--- config.mk ---
export PLATFORM = sky130hd
export DESIGN_NAME = psum_ofifo
export DESIGN_NICKNAME = d
export VERILOG_FILES = /design/src/rtl/psum_ofifo_pkg.sv /design/src/rtl/psum_fifo_col.sv /design/src/rtl/psum_ofifo.sv
export SDC_FILE = /design/constraint.sdc
export NUM_CORES = 2
export LEC_CHECK = 0
export BUFFER_PORTS_ARGS = -buffer_cell sky130_fd_sc_hd__clkbuf_2
export CAP_MARGIN = 40
export CORE_MARGIN = 1
export CORE_UTILIZATION = 60
export CTS_CLUSTER_DIAMETER = 30
export DETAILED_ROUTE_END_ITERATION = 12
export PLACE_DENSITY = 0.77
export REMOVE_ABC_BUFFERS = 1
export SLEW_MARGIN = 15
export SYNTH_ARGS = -nofsm -noshare
export SYNTH_HDL_FRONTEND = slang
export SYNTH_SLANG_ARGS = --single-unit
--- constraint.sdc ---
create_clock -name clk -period 4.3 [get_ports clk]
set_input_delay 0.215 -clock clk [delete_from_list [all_inputs] [get_ports clk]]
set_output_delay 0.215 -clock clk [all_outputs]
set_load 0.05 [all_outputs]
--- src/rtl/psum_ofifo_pkg.sv ---
// Shared constants and types for the psum output FIFO bank.
// Sized for the default 8-column, 16-bit, 16-deep configuration.
package psum_ofifo_pkg;

  localparam int COL         = 8;
  localparam int PSUM_BW     = 16;
  localparam int OFIFO_DEPTH = 16;
  localparam int OFIFO_PTR_W = $clog2(OFIFO_DEPTH) + 1;

  // One popped row: lane i holds column i's partial sum.
  typedef logic [COL-1:0][PSUM_BW-1:0] psum_row_t;

endpackage

--- src/rtl/psum_fifo_col.sv ---
// Single-lane synchronous FIFO for one MAC column.
// Pointers carry an extra wrap bit to tell full from empty.
module psum_fifo_col #(
  parameter int psum_bw = 16,
  parameter int depth   = 16
) (
  input  logic               clk,
  input  logic               reset,
  input  logic               push,
  input  logic               pop,
  input  logic [psum_bw-1:0] din,
  output logic               full,
  output logic               empty,
  output logic [psum_bw-1:0] head
);

  localparam int AW = $clog2(depth);

  logic [AW:0]        wptr;
  logic [AW:0]        rptr;
  logic [psum_bw-1:0] mem [depth];
  logic               push_ok;
  logic               pop_ok;

  assign empty   = (wptr == rptr);
  assign full    = (wptr[AW] != rptr[AW]) && (wptr[AW-1:0] == rptr[AW-1:0]);
  // Fullness is judged on pre-edge pointers, so a push into a full lane is
  // dropped even when a pop frees a slot at the same edge.
  assign push_ok = push && !full;
  assign pop_ok  = pop && !empty;
  assign head    = mem[rptr[AW-1:0]];

  // NOTE: sequential state uses non-blocking assignments so every register
  // samples pre-edge values, independent of statement order.
  always_ff @(posedge clk) begin
    if (!reset) begin
      wptr <= '0;
      rptr <= '0;
    end else begin
      if (push_ok) wptr <= wptr + 1'b1;
      if (pop_ok)  rptr <= rptr + 1'b1;
    end
  end

  // NOTE: storage is deliberately left out of reset; the pointers alone define
  // what is valid, and an unreset array maps cleanly onto RAM.
  always_ff @(posedge clk) begin
    if (push_ok) mem[wptr[AW-1:0]] <= din;
  end

endmodule

--- src/rtl/psum_ofifo.sv ---
// Output FIFO bank behind the MAC array: per-column capture, lockstep row pop.
// Define PSUM_OFIFO_ERR_EN to add the sticky per-column o_err overflow port.
module psum_ofifo
  import psum_ofifo_pkg::*;
#(
  parameter int col     = COL,
  parameter int psum_bw = PSUM_BW,
  parameter int depth   = OFIFO_DEPTH
) (
  input  logic                   clk,
  input  logic                   reset,
  input  logic [col-1:0]         wr,
  input  logic [col*psum_bw-1:0] in,
  input  logic                   rd,
  output logic [col*psum_bw-1:0] out,
  output logic                   o_full,
  output logic                   o_ready,
  output logic                   o_valid
`ifdef PSUM_OFIFO_ERR_EN
  ,
  output logic [col-1:0]         o_err
`endif
);

  logic [col-1:0]              full_vec;
  logic [col-1:0]              empty_vec;
  logic [col-1:0][psum_bw-1:0] heads;
  logic                        pop_en;

  // A row leaves only when every lane has data; otherwise rd is ignored.
  assign pop_en  = rd && o_valid;
  assign o_valid = &(~empty_vec);
  assign o_full  = |full_vec;
  assign o_ready = ~o_full;

  for (genvar i = 0; i < col; i++) begin : g_col
    psum_fifo_col #(
      .psum_bw (psum_bw),
      .depth   (depth)
    ) u_fifo (
      .clk   (clk),
      .reset (reset),
      .push  (wr[i]),
      .pop   (pop_en),
      .din   (in[i*psum_bw +: psum_bw]),
      .full  (full_vec[i]),
      .empty (empty_vec[i]),
      .head  (heads[i])
    );
  end

  always_ff @(posedge clk) begin
    if (!reset) out <= '0;
    else if (pop_en) out <= heads;
  end

`ifdef PSUM_OFIFO_ERR_EN
  always_ff @(posedge clk) begin
    if (!reset) o_err <= '0;
    else o_err <= o_err | (wr & full_vec);
  end
`endif

endmodule

==> Word level (Yosys, flattened, before mapping) <==
Memories as Yosys holds them, arrays and structs flattened. A register that Yosys moved wholly into a read port is not among the register bits.
Index checks and enable logic that the tools add are counted.
{ "classes": {"mux": 16, "add_sub_neg": 16, "n_reduce_logical": 51, "bitwise_logic": 2, "eq_ne": 24} }
{ "op_table": {"columns": ["operator", "n"], "rows": [
  ["5-bit by 1-bit adder with 5-bit output (second input constant)", 16],
  ["5-bit == test", 8],
  ["4-bit == test", 8],
  ["1-bit logical AND", 25],
  ["1-bit logical NOT", 24],
  ["1-bit 2-to-1 mux", 16],
  ["1-bit != test", 8],
  ["8-bit inverter", 1],
  ["8-bit AND reduction", 1],
  ["8-bit OR reduction", 1],
  ["1-bit inverter", 1]
]} }
{ "totals": {"mem_count": 8, "mem_bits_rw": 2048, "elab_cells": 133, "inputBits": 139, "regBits": 80, "output_inout_bits": 131} }
{ "mem_list": {"columns": ["name", "words", "width", "rd", "rd_ports_with_merged_regs", "write_ports", "line", "rtl"], "rows": [
  ["g_col[0].u_fifo.mem", 16, 16, 1, 1, 1, "psum_fifo_col.sv:21", "logic [psum_bw-1:0] mem [depth];"],
  ["g_col[1].u_fifo.mem", 16, 16, 1, 1, 1, "psum_fifo_col.sv:21", null],
  ["g_col[2].u_fifo.mem", 16, 16, 1, 1, 1, "psum_fifo_col.sv:21", null],
  ["g_col[3].u_fifo.mem", 16, 16, 1, 1, 1, "psum_fifo_col.sv:21", null],
  ["g_col[4].u_fifo.mem", 16, 16, 1, 1, 1, "psum_fifo_col.sv:21", null],
  ["g_col[5].u_fifo.mem", 16, 16, 1, 1, 1, "psum_fifo_col.sv:21", null],
  ["+2 memories", null, null, null, null, null, null, null]
]} }

==> Depth between registers and ports, before layout <==
{ "depth": {"word_depth": 6, "ltp_mapped": 11, "depth_no_buf": 7} }

==> Hierarchy <==
A second synthesis with hierarchy kept.
{ "unflattened": {"cells_unflattened": 4260, "area_unflattened_um2": 90794.6} }
{ "modules_own_cells": {"columns": ["module", "area_each_um2", "cells_per_inst", "instances", "seq_area_each_um2"], "rows": [
  ["psum_fifo_col (g_col[1].u_fifo ...)", 10711.5, 462, 7, 7967.6],
  ["psum_fifo_col (g_col[0].u_fifo)", 10705.3, 463, 1, 7967.6],
  ["psum_ofifo", 5108.6, 563, 1, 2562.5]
]} }

==> Worst setup path before layout <==
Ideal clock, no wire load.
{ "synth_timing": {"kind": "reg2reg", "from": "reg g_col[6].u_fifo.rptr[0]", "to": "mem g_col[6].u_fifo.mem[3][0], enable pin", "period_less_slack_ns": 2.957, "t_arrival_ns": 2.547, "stages_incl_launch_ff": 7, "setup_time_ns": 0.409, "path_buffers": 1, "path_slack_ns": 1.343, "required_time_ns": 3.891, "cell_sequence": "dfxtp_1 clkbuf_1 xor2_1 nor4_2 a21boi_1 nand2_1 nor3_1"} }
{ "synth_between": {"elab_chain_cells": 6} }
{ "synth_rtl": {"columns": ["element", "line", "rtl"], "rows": [
  ["from (decl)", "psum_fifo_col.sv:20", "logic [AW:0] rptr;"],
  ["from (signal assigned)", "psum_fifo_col.sv:41", "if (pop_ok) rptr <= rptr + 1'b1;"],
  ["4-bit == test", "psum_fifo_col.sv:26", "assign full = (wptr[AW] != rptr[AW]) && (wptr[AW-1:0] == rptr[AW-1:0]);"],
  ["1-bit logical AND", "psum_fifo_col.sv:26", null],
  ["1-bit logical NOT", "psum_fifo_col.sv:29", "assign push_ok = push && !full;"],
  ["1-bit logical AND", "psum_fifo_col.sv:29", null],
  ["1-bit 2-to-1 mux", "psum_fifo_col.sv:48", "if (push_ok) mem[wptr[AW-1:0]] <= din;"],
  ["1-bit 2-to-1 mux (implied by the code)", "psum_fifo_col.sv:48", null],
  ["to (decl)", "psum_fifo_col.sv:21", null]
]} }
Every way passes these cells.

==> Worst setup path in the final report <==
{ "layout_timing": {"from": "reg g_col[6].u_fifo.wptr[3]", "to": "out o_valid"} }
{ "layout_between": {"elab_chain_cells": 3} }
{ "layout_rtl": {"columns": ["element", "line", "rtl"], "rows": [
  ["from (decl)", "psum_fifo_col.sv:19", "logic [AW:0] wptr;"],
  ["from (signal assigned)", "psum_fifo_col.sv:40", "if (push_ok) wptr <= wptr + 1'b1;"],
  ["5-bit == test", "psum_fifo_col.sv:25", "assign empty = (wptr == rptr);"],
  ["8-bit inverter", "psum_ofifo.sv:32", "assign o_valid = &(~empty_vec);"],
  ["8-bit AND reduction", "psum_ofifo.sv:32", null],
  ["to (decl)", "psum_ofifo.sv:18", "output logic o_valid"]
]} }
Every way passes these cells.

==> results.txt <==
The flow ran to the end, and the final reports show no timing, DRC or antenna violations. The routed wirelength normalized by instance count is 30.69 um. The horizontal die dimension is 382.3 um. The area added between synthesis and finish came out at 24.02%. The most common cell in the synthesized netlist is sky130_fd_sc_hd__edfxtp_1. The H-tree generated during clock tree synthesis spans 5 levels. The floorplan step defined a die boundary enclosing 146200 sq um. The total of endpoints with negative setup slack in the final report is 0. The most used flip-flop cell after synthesis is sky130_fd_sc_hd__edfxtp_1. The number of standard cells in the final layout excluding fillers is 7139.

The flop and latch count out of synthesis came out at 2256. The startpoint identified for the worst register-to-register timing path is g_col[6].u_fifo.wptr[3]. The share of flip-flops with an asynchronous set or reset is 0. The slew at the pin closest to its max-slew limit came out at 0.9282 ns. The final worst setup slack is 0.1675 ns. The initial utilization of the core area, before any placement, comes to 0.6049.

The instance area at placement is 91730 sq um. The pre-CTS setup slack came out at 0.3695 ns. Summing every instance area after synthesis gives 86790 sq um. The total number of placement rows is 139.

The startpoint identified for the worst hold timing path is in[32]. The max-cap check violation count came out at 0. The area of the placeable core is 143500 sq um.

The total detailed-routing wirelength came out at 219.1 mm. The leftover overflow at the end of global routing came out at 0. The final layout net count came out at 5064. The multi-input combinational cell area is 20410 sq um. The count of flip-flops with a built-in enable after synthesis is 2048.

The max-slew violation count came to 0. The worst setup path is launched from a register. The achievable frequency came out at 0.2420 GHz. Data arrives at the worst endpoint at 3.92 ns.

The area share of the largest cell type after synthesis is 0.7086. The sort of element at the end of the critical path is an output port. The setup TNS came out at 0 ns. The kind of critical path is reg2out.

The post-synthesis average cell area came out at 21.01 sq um. Summing internal, switching and leakage power gives 58.96 mW. The overall fraction of global-route tracks in use came out at 0.3041. Sorting the synthesized cells by area gives the leading types as sky130_fd_sc_hd__edfxtp_1, sky130_fd_sc_hd__mux4_2, sky130_fd_sc_hd__dfxtp_1. The number of CTS-inserted buffers came out at 409. The final period demand of the worst path came out at 4.133 ns. The share of final-layout standard cells stronger than drive strength 1 came out at 0.3751. The setup slack on the worst flop-to-flop path is 0.70 ns. The yosys synthesis warning count is 0. The commonest cells after synthesis are sky130_fd_sc_hd__edfxtp_1, sky130_fd_sc_hd__mux4_2, sky130_fd_sc_hd__nand2_1. The mean number of vias per cell came out at 6.441. The layout filler cell count is 7379. In this run the worst hold path is classified as in2reg. The share of the yosys chip area belonging to registers is 0.7566. Clock latency on the worst-skew pair, taken at its later pin, is 0.96 ns.

The largest total area in the synthesized netlist belongs to sky130_fd_sc_hd__edfxtp_1. The final count of hold timing violations is 0. VDD sags by at most 468.1 uV. The maximum clock skew at final layout is 0.09872 ns. The first TritonRoute pass finished after 6 iterations.

The number of cells after detailed placement is 6237. The clock passes through at most 4 buffers. For this design the ratio of total power to cell area is 547.8 nW/um^2. The via count of the first global-routing pass came out at 49.15k. In this run the vertical extent of the chip is 382.3 um.

The port buffer count came out at 269. STA puts the critical path data required time at 4.09 ns. The footprint of the flip-flops and latches is 65700 sq um. The first-pass GRT wire length is 322.0 mm. The number of remaining DRC errors came out at 0. The number of nets with antenna violations after detailed routing is 0. Yosys mapped the design onto 32 distinct sky130hd cell types.

The relative slew slack came out at 0.3812. The number of top-level pins came out at 270. The DRC violation total after the first TritonRoute iteration came out at 4830.

Setup repair after global routing left no endpoint under its margin. TritonCTS built the clock tree. Routability-driven placement finished with a final weighted congestion of 0.7795. The final instance area came out at 107600 sq um. The clock input transition at the sequential cells of the worst setup and hold paths came out at 0.05 ns. The number of antenna violations at the first check in global routing came out at 15. Along the worst path, the maximum fanout reaches 87. The cell count after synthesis is 4131. The via count is 45.98k. The sink count of the clock tree came out at 2256. The sum of net half-perimeters after detailed placement is 106.9 mm. The static power due to leakage came out at 35.42 nW. The clock root buffer is sky130_fd_sc_hd__clkbuf_16.

The most critical setup path has its startpoint at g_col[6].u_fifo.wptr[3]. Dividing the final minimum period by the clock period gives 0.9611. Entering global routing, the biggest net connects 107 pins.
-- power by group --
group / total, mW / switching, mW / internal (mW)
logic: 1.23 / 0.804 / 0.429
clock network: 33.4 / 11.2 / 22.3
registers: 24.3 / 0.0910 / 24.2
total: 59.0 / 12.1 / 46.9
-- state kept, by name, summed over array words and instances (netlist names) --
signal,count
g_col.u_fifo.rptr,40
g_col.u_fifo.wptr,40
g_col.u_fifo.mem,2048
out,128
-- final cells by class --
cell class | instances | share of cell area
clock buffer | 481 | 0.1014
inverter | 18 | 0.0006975
tap | 1903 | 0.02212
multi-input combinational | 1597 | 0.1896
antenna | 13 | 0.0003022
sequential | 2256 | 0.6104
timing repair buffer | 603 | 0.04288
clock inverter | 268 | 0.03258
-- cell usage in the layout (no fill, tap or decap), types with 13 or more instances in the layout --
cell                               n
sky130_fd_sc_hd__and2_1           16
sky130_fd_sc_hd__diode_2          13
sky130_fd_sc_hd__clkinv_2         54
sky130_fd_sc_hd__nor3_2           32
sky130_fd_sc_hd__inv_1            17
sky130_fd_sc_hd__dfxtp_1         192
sky130_fd_sc_hd__clkbuf_1         38
sky130_fd_sc_hd__a21boi_1         16
sky130_fd_sc_hd__nor2b_1          16
sky130_fd_sc_hd__xnor2_1          24
sky130_fd_sc_hd__dlygate4sd3_1   138
sky130_fd_sc_hd__nand2_1         228
sky130_fd_sc_hd__clkinvlp_4       52
sky130_fd_sc_hd__buf_4           165
sky130_fd_sc_hd__mux4_2          640
sky130_fd_sc_hd__nor2_2           96
sky130_fd_sc_hd__clkbuf_2        267
sky130_fd_sc_hd__clkbuf_16       415
sky130_fd_sc_hd__clkinv_4         25
sky130_fd_sc_hd__o21ai_1         136
sky130_fd_sc_hd__nand4_1         141
sky130_fd_sc_hd__mux2i_1          32
sky130_fd_sc_hd__bufinv_16        67
sky130_fd_sc_hd__clkbuf_8         29
sky130_fd_sc_hd__ha_1             40
sky130_fd_sc_hd__inv_6            47
sky130_fd_sc_hd__clkinv_1         13
sky130_fd_sc_hd__nand3_1          16
sky130_fd_sc_hd__nand2b_1         40
sky130_fd_sc_hd__edfxtp_1       2048
sky130_fd_sc_hd__xor2_1           48
-- kinds of logic (layout without fill, tap and decap cells) --
family	after synthesis	count (layout)	synth area share
flip-flops	2256	2256	0.7566
multiplexers	672	672	0.1698
AND/OR/NAND/NOR	637	637	0.03671
buffers and inverters	278	1370	0.01303
AO/OA/AOI/OAI	176	176	0.01084
XOR/XNOR	72	72	0.007266
adder cells (fa/ha/maj)	40	40	0.005767
other	0	13	0
-- layer usage --
| layer | vias up | share of wire | track usage |
|---|---|---|---|
| met5 | - | 0.00059 | 0 |
| met4 | 18 | 0.034 | 0.1217 |
| met3 | 512 | 0.093 | 0.07037 |
| met2 | 2740 | 0.51 | 0.5016 |
| met1 | 23942 | 0.36 | 0.3949 |
| li1 | 18772 | - | - |
-- path summary, 6_finish.rpt --
| check | to | depth (start not counted) |
|---|---|---|
| worst max-delay path | o_valid | 8 |
| worst min-delay path | g_col[2].u_fifo.mem[15][0] | 2 |
| worst max register to register | out[6] | 9 |
| worst min register to register | out[66] | 2 |
-- stage by stage --
step,hold WS (ns),util
after detailed placement,0.4418,0.6393
after floorplan,0.3139,-
after CTS,0.1481,0.7496
after global placement,0.4349,0.6364
final,0.2035,0.7502
after global routing,0.2103,0.7500
-- repair_timing --
item	in CTS	in global routing
endpoints found under the setup margin	1	0
gates resized for setup	3	0
buffers inserted	0	0
hold buffers	138	0
endpoints found under the hold margin	2137	0
-- critical path: stages (launching register included) --
cell,delay (ns)
sky130_fd_sc_hd__dfxtp_1,0.56
sky130_fd_sc_hd__xor2_1,0.25
sky130_fd_sc_hd__nor4_2,0.10
sky130_fd_sc_hd__buf_2,0.18
sky130_fd_sc_hd__a22oi_1,0.35
sky130_fd_sc_hd__nand4_4,0.30
sky130_fd_sc_hd__inv_8,0.35
sky130_fd_sc_hd__buf_16,0.45
sky130_fd_sc_hd__clkbuf_2,0.38
Power figures use the tool's default switching activity.
